## src/rtl/uart_tx_mmio.sv

```systemverilog
// Memory-mapped 8N1 console transmitter: DATA register push, STATUS register read/clear.
// Define UART_FIFO_EN for a FIFO_DEPTH-entry queue; otherwise a single-byte holding register is used.
module uart_tx_mmio #(
    parameter logic [31:0] BASE_ADDR  = 32'h10000000,
    parameter int unsigned CLK_DIV    = 868,
    parameter int unsigned FIFO_DEPTH = 8
) (
    input  logic        clk,
    input  logic        rst,
    input  logic        bus_wren,
    input  logic [3:0]  bus_wmask,
    input  logic [31:0] bus_wdata,
    input  logic [31:0] bus_addr,
    output logic [31:0] bus_rdata,
    output logic        tx,
    output logic        tx_busy
);

    typedef enum logic [1:0] {
        IDLE,
        START,
        DATA,
        STOP
    } state_t;

    localparam logic [15:0] DIV_M1 = 16'(CLK_DIV - 1);

    logic       hit_data;
    logic       hit_stat;
    logic       push_req;
    logic       push_ok;
    logic       clr_req;
    logic       ovf_set;
    logic       pop;
    logic       full;
    logic       empty;
    logic       ovf;
    logic [7:0] head;
    logic       unused_bits;

    state_t      state, state_n;
    logic [15:0] timer, timer_n;
    logic [2:0]  bitcnt, bitcnt_n;
    logic [7:0]  shreg, shreg_n;
    logic        tx_q, tx_n;

    assign hit_data = (bus_addr[31:3] == BASE_ADDR[31:3]) && !bus_addr[2];
    assign hit_stat = (bus_addr[31:3] == BASE_ADDR[31:3]) &&  bus_addr[2];
    assign push_req = bus_wren && bus_wmask[0] && hit_data;
    assign clr_req  = bus_wren && bus_wmask[0] && hit_stat && bus_wdata[3];

    // A pop in the same cycle frees the slot, so a push into a full queue still lands.
    assign push_ok  = push_req && (!full || pop);
    assign ovf_set  = push_req && full && !pop;

    assign unused_bits = ^{bus_wdata[31:8], bus_wmask[3:1], bus_addr[1:0]};

`ifdef UART_FIFO_EN
    localparam int unsigned AW = $clog2(FIFO_DEPTH);
    localparam logic [AW:0] PTR_ONE = (AW + 1)'(1);

    logic [AW:0] rd_ptr;
    logic [AW:0] wr_ptr;
    logic [7:0]  mem [FIFO_DEPTH];

    assign empty = (rd_ptr == wr_ptr);
    assign full  = (rd_ptr[AW] != wr_ptr[AW]) && (rd_ptr[AW-1:0] == wr_ptr[AW-1:0]);
    assign head  = mem[rd_ptr[AW-1:0]];

    always_ff @(posedge clk) begin
        if (rst) begin
            rd_ptr <= '0;
            wr_ptr <= '0;
        end else begin
            if (pop) begin
                rd_ptr <= rd_ptr + PTR_ONE;
            end
            if (push_ok) begin
                wr_ptr <= wr_ptr + PTR_ONE;
            end
        end
    end

    always_ff @(posedge clk) begin
        if (push_ok) begin
            mem[wr_ptr[AW-1:0]] <= bus_wdata[7:0];
        end
    end
`else
    localparam int unsigned unused_depth = FIFO_DEPTH;

    logic [7:0] hold;
    logic       hold_vld;

    assign empty = !hold_vld;
    assign full  = hold_vld;
    assign head  = hold;

    always_ff @(posedge clk) begin
        if (rst) begin
            hold_vld <= 1'b0;
            hold     <= '0;
        end else if (push_ok) begin
            hold_vld <= 1'b1;
            hold     <= bus_wdata[7:0];
        end else if (pop) begin
            hold_vld <= 1'b0;
        end
    end
`endif

    always_ff @(posedge clk) begin
        if (rst) begin
            ovf <= 1'b0;
        end else if (ovf_set) begin
            ovf <= 1'b1;
        end else if (clr_req) begin
            ovf <= 1'b0;
        end
    end

    always_ff @(posedge clk) begin
        if (rst) begin
            state  <= IDLE;
            timer  <= '0;
            bitcnt <= '0;
            shreg  <= '0;
            tx_q   <= 1'b1;
        end else begin
            state  <= state_n;
            timer  <= timer_n;
            bitcnt <= bitcnt_n;
            shreg  <= shreg_n;
            tx_q   <= tx_n;
        end
    end

    // tx is computed one cycle ahead so the registered line lines up with the state.
    always_comb begin
        state_n  = state;
        timer_n  = timer;
        bitcnt_n = bitcnt;
        shreg_n  = shreg;
        tx_n     = tx_q;
        pop      = 1'b0;
        unique case (state)
            IDLE: begin
                if (!empty) begin
                    pop     = 1'b1;
                    state_n = START;
                    timer_n = DIV_M1;
                    shreg_n = head;
                    tx_n    = 1'b0;
                end
            end
            START: begin
                if (timer == 16'd0) begin
                    state_n  = DATA;
                    timer_n  = DIV_M1;
                    bitcnt_n = 3'd0;
                    tx_n     = shreg[0];
                end else begin
                    timer_n = timer - 16'd1;
                end
            end
            DATA: begin
                if (timer == 16'd0) begin
                    timer_n  = DIV_M1;
                    bitcnt_n = bitcnt + 3'd1;
                    if (bitcnt == 3'd7) begin
                        state_n = STOP;
                        tx_n    = 1'b1;
                    end else begin
                        shreg_n = {1'b0, shreg[7:1]};
                        tx_n    = shreg[1];
                    end
                end else begin
                    timer_n = timer - 16'd1;
                end
            end
            STOP: begin
                if (timer == 16'd0) begin
                    if (!empty) begin
                        pop     = 1'b1;
                        state_n = START;
                        timer_n = DIV_M1;
                        shreg_n = head;
                        tx_n    = 1'b0;
                    end else begin
                        state_n = IDLE;
                    end
                end else begin
                    timer_n = timer - 16'd1;
                end
            end
            default: begin
                state_n = IDLE;
                tx_n    = 1'b1;
            end
        endcase
    end

    assign tx      = tx_q;
    assign tx_busy = !empty || (state != IDLE);

    always_ff @(posedge clk) begin
        if (rst) begin
            bus_rdata <= '0;
        end else begin
            bus_rdata <= hit_stat ? {28'd0, ovf, empty, full, tx_busy} : '0;
        end
    end

endmodule

```

## config.mk

```make
export PLATFORM = sky130hd
export DESIGN_NAME = uart_tx_mmio
export DESIGN_NICKNAME = d
export VERILOG_FILES = /design/src/rtl/uart_tx_mmio.sv
export SDC_FILE = /design/constraint.sdc
export NUM_CORES = 1
export LEC_CHECK = 0
export ABC_AREA = 1
export CORE_MARGIN = 8
export CORE_UTILIZATION = 48
export CTS_CLUSTER_SIZE = 8
export DETAILED_ROUTE_END_ITERATION = 10
export PLACE_DENSITY = 0.86
export SLEW_MARGIN = 20
export SYNTH_ARGS = -nofsm -noshare
export SYNTH_HDL_FRONTEND = slang
export SYNTH_SLANG_ARGS = --single-unit
export TNS_END_PERCENT = 5
```

## constraint.sdc

```tcl
create_clock -name clk -period 5.2 [get_ports clk]
set_input_delay 1.3 -clock clk [delete_from_list [all_inputs] [get_ports clk]]
set_output_delay 1.3 -clock clk [all_outputs]
set_load 0.03 [all_outputs]
```

Yosys cells after proc, flatten, opt, wreduce, memory -nomap -nowiden

Index checks and enable logic that the tools add are counted.
W data, S select, Z words.

Register bits after elaboration: 72
Bits in latches: 0
Memory bits (writable): 0
Bits in read-only memories: 0
Input port bits: 71
Output and inout bits: 34
Memories kept: 0

Add/sub/neg operators: 2
Multiply operators: 0
Divide/modulo/power cells: 0
Order comparisons: 0
Equality and inequality tests: 11
Shifts and indexed selects: 0
Multiplexer cells: 32
Bitwise gates (word level): 1
Reductions and logical operators: 27

Operators with widths:

| operator                | count |
|---|---|
| $mux W16                | 3 |
| $pmux W16 S3            | 1 |
| $mux W8                 | 4 |
| $eq A29 B26 Y1 const B  | 1 |
| $pmux W8 S3             | 1 |
| $logic_not A16 Y1       | 1 |
| $sub A16 B1 Y16 const B | 1 |
| $mux W1                 | 12 |
| $ne A2 B2 Y1 const B    | 6 |
| $mux W2                 | 5 |
| $logic_and A1 B1 Y1     | 9 |
| $pmux W2 S4             | 1 |
| $reduce_bool A2 Y1      | 4 |
| $mux W3                 | 2 |
| $pmux W3 S2             | 1 |
| $reduce_and A3 Y1       | 2 |
| $reduce_and A5 Y1       | 1 |
| $eq A2 B2 Y1 const B    | 2 |
| $pmux W1 S4             | 1 |
| $reduce_and A4 Y1       | 1 |
| $reduce_or A2 Y1        | 2 |
| $add A3 B1 Y3 const B   | 1 |
| $eq A3 B3 Y1 const B    | 1 |
| $logic_not A1 Y1        | 3 |
| other kinds (6)         | 7 |

Longest topological paths before layout

Depth in word-level cells: 6
Depth in mapped cells: 13

Worst setup path after synthesis

Ideal clock, no wire load.

Kind: input to register
Start point: in bus_addr[30]
End point: reg hold[0] (netlist: head[0])
Setup time: 0.118 ns
Data arrival time: 2.282 ns
Required time: 5.082 ns
Path slack: 2.800 ns
Stages: 7
Buffers on the path: 1
Path through: nor3_1 > nand2_1 > nor2_1 > nand3_2 > buf_2 > nor3_1 > nor2_1

Word-level cells in the longest chain between the ends: 4

Ends and longest elaborated chain:

| what                 | RTL line | text |
|---|---|---|
| from (decl)          | 13       | `input logic [31:0] bus_addr,` |
| $eq A29 B26 Y1       | 47       | `assign hit_data = (bus_addr[31:3] == BASE_ADDR[31:3]) && !bus_addr[2];` |
| $logic_and A1 B1 Y1  | 47       |  |
| $logic_and A1 B1 Y1  | 49       | `assign push_req = bus_wren && bus_wmask[0] && hit_data;` |
| $logic_and A1 B1 Y1  | 53       | `assign push_ok = push_req && (!full \|\| pop);` |
| to (signal assigned) | 105      | `hold <= bus_wdata[7:0];` |
| to (decl)            | 92       | `logic [7:0] hold;` |

Every way passes these cells.
A chain may end at the register's enable or synchronous reset.

Worst setup path after layout

Start point: reg hold_vld (netlist: full)
End point: out tx_busy

Word-level cells in the longest chain between the ends: 1

Ends and longest elaborated chain:

| what                   | RTL line | text |
|---|---|---|
| from (decl)            | 93       | `logic hold_vld;` |
| from (signal assigned) | 101      | `hold_vld <= 1'b0;` |
| from (signal assigned) | 104      | `hold_vld <= 1'b1;` |
| from (signal assigned) | 107      | `hold_vld <= 1'b0;` |
| $logic_or A1 B1 Y1     | 204      | `assign tx_busy = !empty \|\| (state != IDLE);` |
| to (decl)              | 16       | `output logic tx_busy` |

Every way passes these cells.

==> impl_metrics.toml <==
[synthesis]
yosysUniqueCellTypes = 31
yosysMostFrequentCell = "nand2_1"
synth_top_cell_area_share_pct = 31.6
ys_top_cells_by_count = "nand2_1 (81), nor2_1 (51), dfxtp_1 (44)"
synthFlopType = "dfxtp_1"
postSynthCellCount = 411
synth_edf_count = 0
ys_seq_area_share_pct = 31.6
synth_area_um2 = 2790
synth.avg_cell_area_um2 = 6.79
yosysTopAreaCell = "dfxtp_1"
synth_seq_cells = 44
yosysWarnings = 0
ys_async_sr_fraction_pct = 0
ys_top_cells_by_area = "dfxtp_1 (32%), nand2_1 (11%), buf_4 (7.5%)"

[clock_network]
cts_sinks = 44
clockBufferDepth = 2
clk_latency_ns = 0.30
numCtsBuffers = 5
clockRootBuffer = "clkbuf_8"
clkSlewWorstSetupHoldPaths_ns = 0.08
cts_tree = "built"
ctsResizeCount = 0
post_cts_buffers = 0
htreeDepth = 2
ctsHoldBuffers = 0

[finish]
final_layout_size_suffix_gt1_share_pct = 5.70
final_cell_area_um2 = 3320
nNetsFinal = 535
fillers = 514
area_growth_pct = 19.1
diodes = 0

[setup_path]
critical_path_required_ns = 3.90
critPathArrivalTime_ns = 2.01
worstPathCellList = "inv_1, nand2_1, clkdlybuf4s50_1"
worstSetupStartpointType = "flip-flop"
r2r_end = "shreg[7]"
crit_fanout = 16
r2r-start = "state[0]"
path_class = "flip-flop to output port"
worst_setup_path_end_kind = "output port"
slowest_stage = "clkdlybuf4s50_1"
cp_slowest_stage_delay_ns = 0.70
reg2reg_slack_ns = 3.06
reg2reg_depth = 8

[detailed_routing]
drt-wirelength-per-cell_um = 12.6
routed_wirelength_um = 6650
drt_iter0_markers = 178
drc_errors = 0
via_per_inst = 5.14
dr.pass1.iters = 4
via_count = 2714
ant_nets = 0

[timing]
fmax_mhz = 302
final-hold-violation-count = 0
slew_headroom_pct = 57.0
period_needed_ns = 3.31
setup-tns-final_ns = 0
worst_clock_skew_ns = 0.00871
drv_slew = 0
post-route-period-util_pct = 63.7
rsz0062_at_grt = "false"
worst_slew_pin_slew_ns = 0.642
finalSetupViolCount = 0

[hold_path]
worstHoldStart = "ovf"
min_to = "bus_rdata[3]"
hold_class = "flip-flop to flip-flop"
hold_depth = 2

[die]
die-area_um2 = 8510
die_width_um = 92.2
rows = 27
die_height_um = 92.2
ioPinCount = 105
core_area_um2 = 5570
initial_core_util_pct = 50.1

[grt]
grt_overflow = 0
grt_pass1_wl_um = 10900
track_usage_pct = 15.2
antenna_found_initial = 0
grt_max_degree = 28
grt_pass1_vias = 2492

[power]
ir_worst_vdd_v = 0.000225
p_total_mw = 1.43
p_per_area_nw_per_um2 = 429
p_leak_nw = 1.45

[placed_design]
numPortBuffers = 47
placed_area_um2 = 3200
place.gp.congestion = 0.859
hpwl_um = 5030

[flow_run]
cap_violations = 0

[status]
status = "finished clean"
[worst max-delay path by stage]
stage            startpoint       to  slack, ns
6_report               full  tx_busy       1.89
4_1_cts                full  tx_busy       1.91
5_1_grt                full  tx_busy       1.79
2_1_floorplan  bus_addr[30]  head[0]       2.80
3_5_place_dp   bus_addr[30]  head[2]       2.15
3_3_place_gp   bus_addr[30]  head[2]       2.19
[where the power goes]
group          internal [mW]  total, mW  switching [mW]
sequential             0.370      0.407          0.0370
combinational          0.248      0.741           0.493
clock                  0.157      0.277           0.120
[placed cells by master (no fill, tap or decap)]
master           count
dfxtp_1             44
ha_1                 9
nand4_1              8
conb_1              28
nor2_4               4
nor3_1              14
o21bai_2             1
a31oi_1              1
nand2_1             81
clkbuf_8             6
clkinv_1             1
o21ai_0             15
nand3_4              1
nand3_2              1
xnor2_1              3
o21bai_1             7
nor2_2               2
a21oi_1             32
o21ai_2              1
o211ai_1             1
clkinv_4             1
nor2_8               1
nand2_2              2
nand3_1             41
clkdlybuf4s50_1     47
nor2_1              51
inv_1               41
bufinv_16            1
xor2_1               4
o21ai_1              2
nand2_4              4
buf_4                1
[routing by layer]
layer	GRT usage (%)	part of all wire, %	up-vias
met1	16.4	41	1233
met4	5.50	1.1	0
met5	0	0	-
met2	27.5	50	107
met3	4.48	8.7	6
li1	-	-	1368
[stage by stage]
| step | setup WS, ns | cells | utilization (%) | hold WS (ns) |
|---|---|---|---|---|
| global placement | 2.19 | 520 | 57.4 | 0.415 |
| floorplan | 2.80 | 438 | - | 0.405 |
| CTS | 1.91 | 528 | 59.6 | 0.425 |
| detailed placement | 2.15 | 520 | 57.4 | 0.413 |
| finish | 1.89 | 528 | 59.6 | 0.423 |
| global route | 1.79 | 528 | 59.6 | 0.458 |
[state kept, by name, indices dropped and copies added, names as in the netlist]
| name | flops |
|---|---|
| head | 8 |
| shreg | 8 |
| tx | 1 |
| ovf | 1 |
| bitcnt | 3 |
| bus_rdata | 4 |
| timer | 16 |
| state | 2 |
| full | 1 |
[cells by family (layout without fill, tap and decap cells)]
logic type               Yosys count  count (layout)  share of synthesized area, %
AND/OR/NAND/NOR                  210             210                          35.2
buffers and inverters             80              98                          14.9
AO/OA/AOI/OAI                     60              60                          11.9
flip-flops                        44              44                          31.6
adder cells (fa/ha/maj)            9               9                          4.04
XOR/XNOR                           7               7                          2.20
other                              1              28                         0.134
[worst max-delay path, delay by kind of cell, from the launching register on]
| kind | cells | cell delay [ns] |
|---|---|---|
| buf+inv | 2 | 1.02 |
| flops | 1 | 0.49 |
| simple gates | 1 | 0.21 |
[cell type report]
cell class / instances / area, µm² / share of cell area [%]
Clock buffer: 6 / 82.6 / 2.49
Clock inverter: 2 / 38.8 / 1.17
Inverter: 42 / 158 / 4.75
Multi-Input combinational cell: 314 / 1590 / 48.0
Sequential cell: 44 / 881 / 26.5
Tap cell: 72 / 90.1 / 2.71
Timing Repair Buffer: 48 / 478 / 14.4
(Power assumes the default switching activity.)
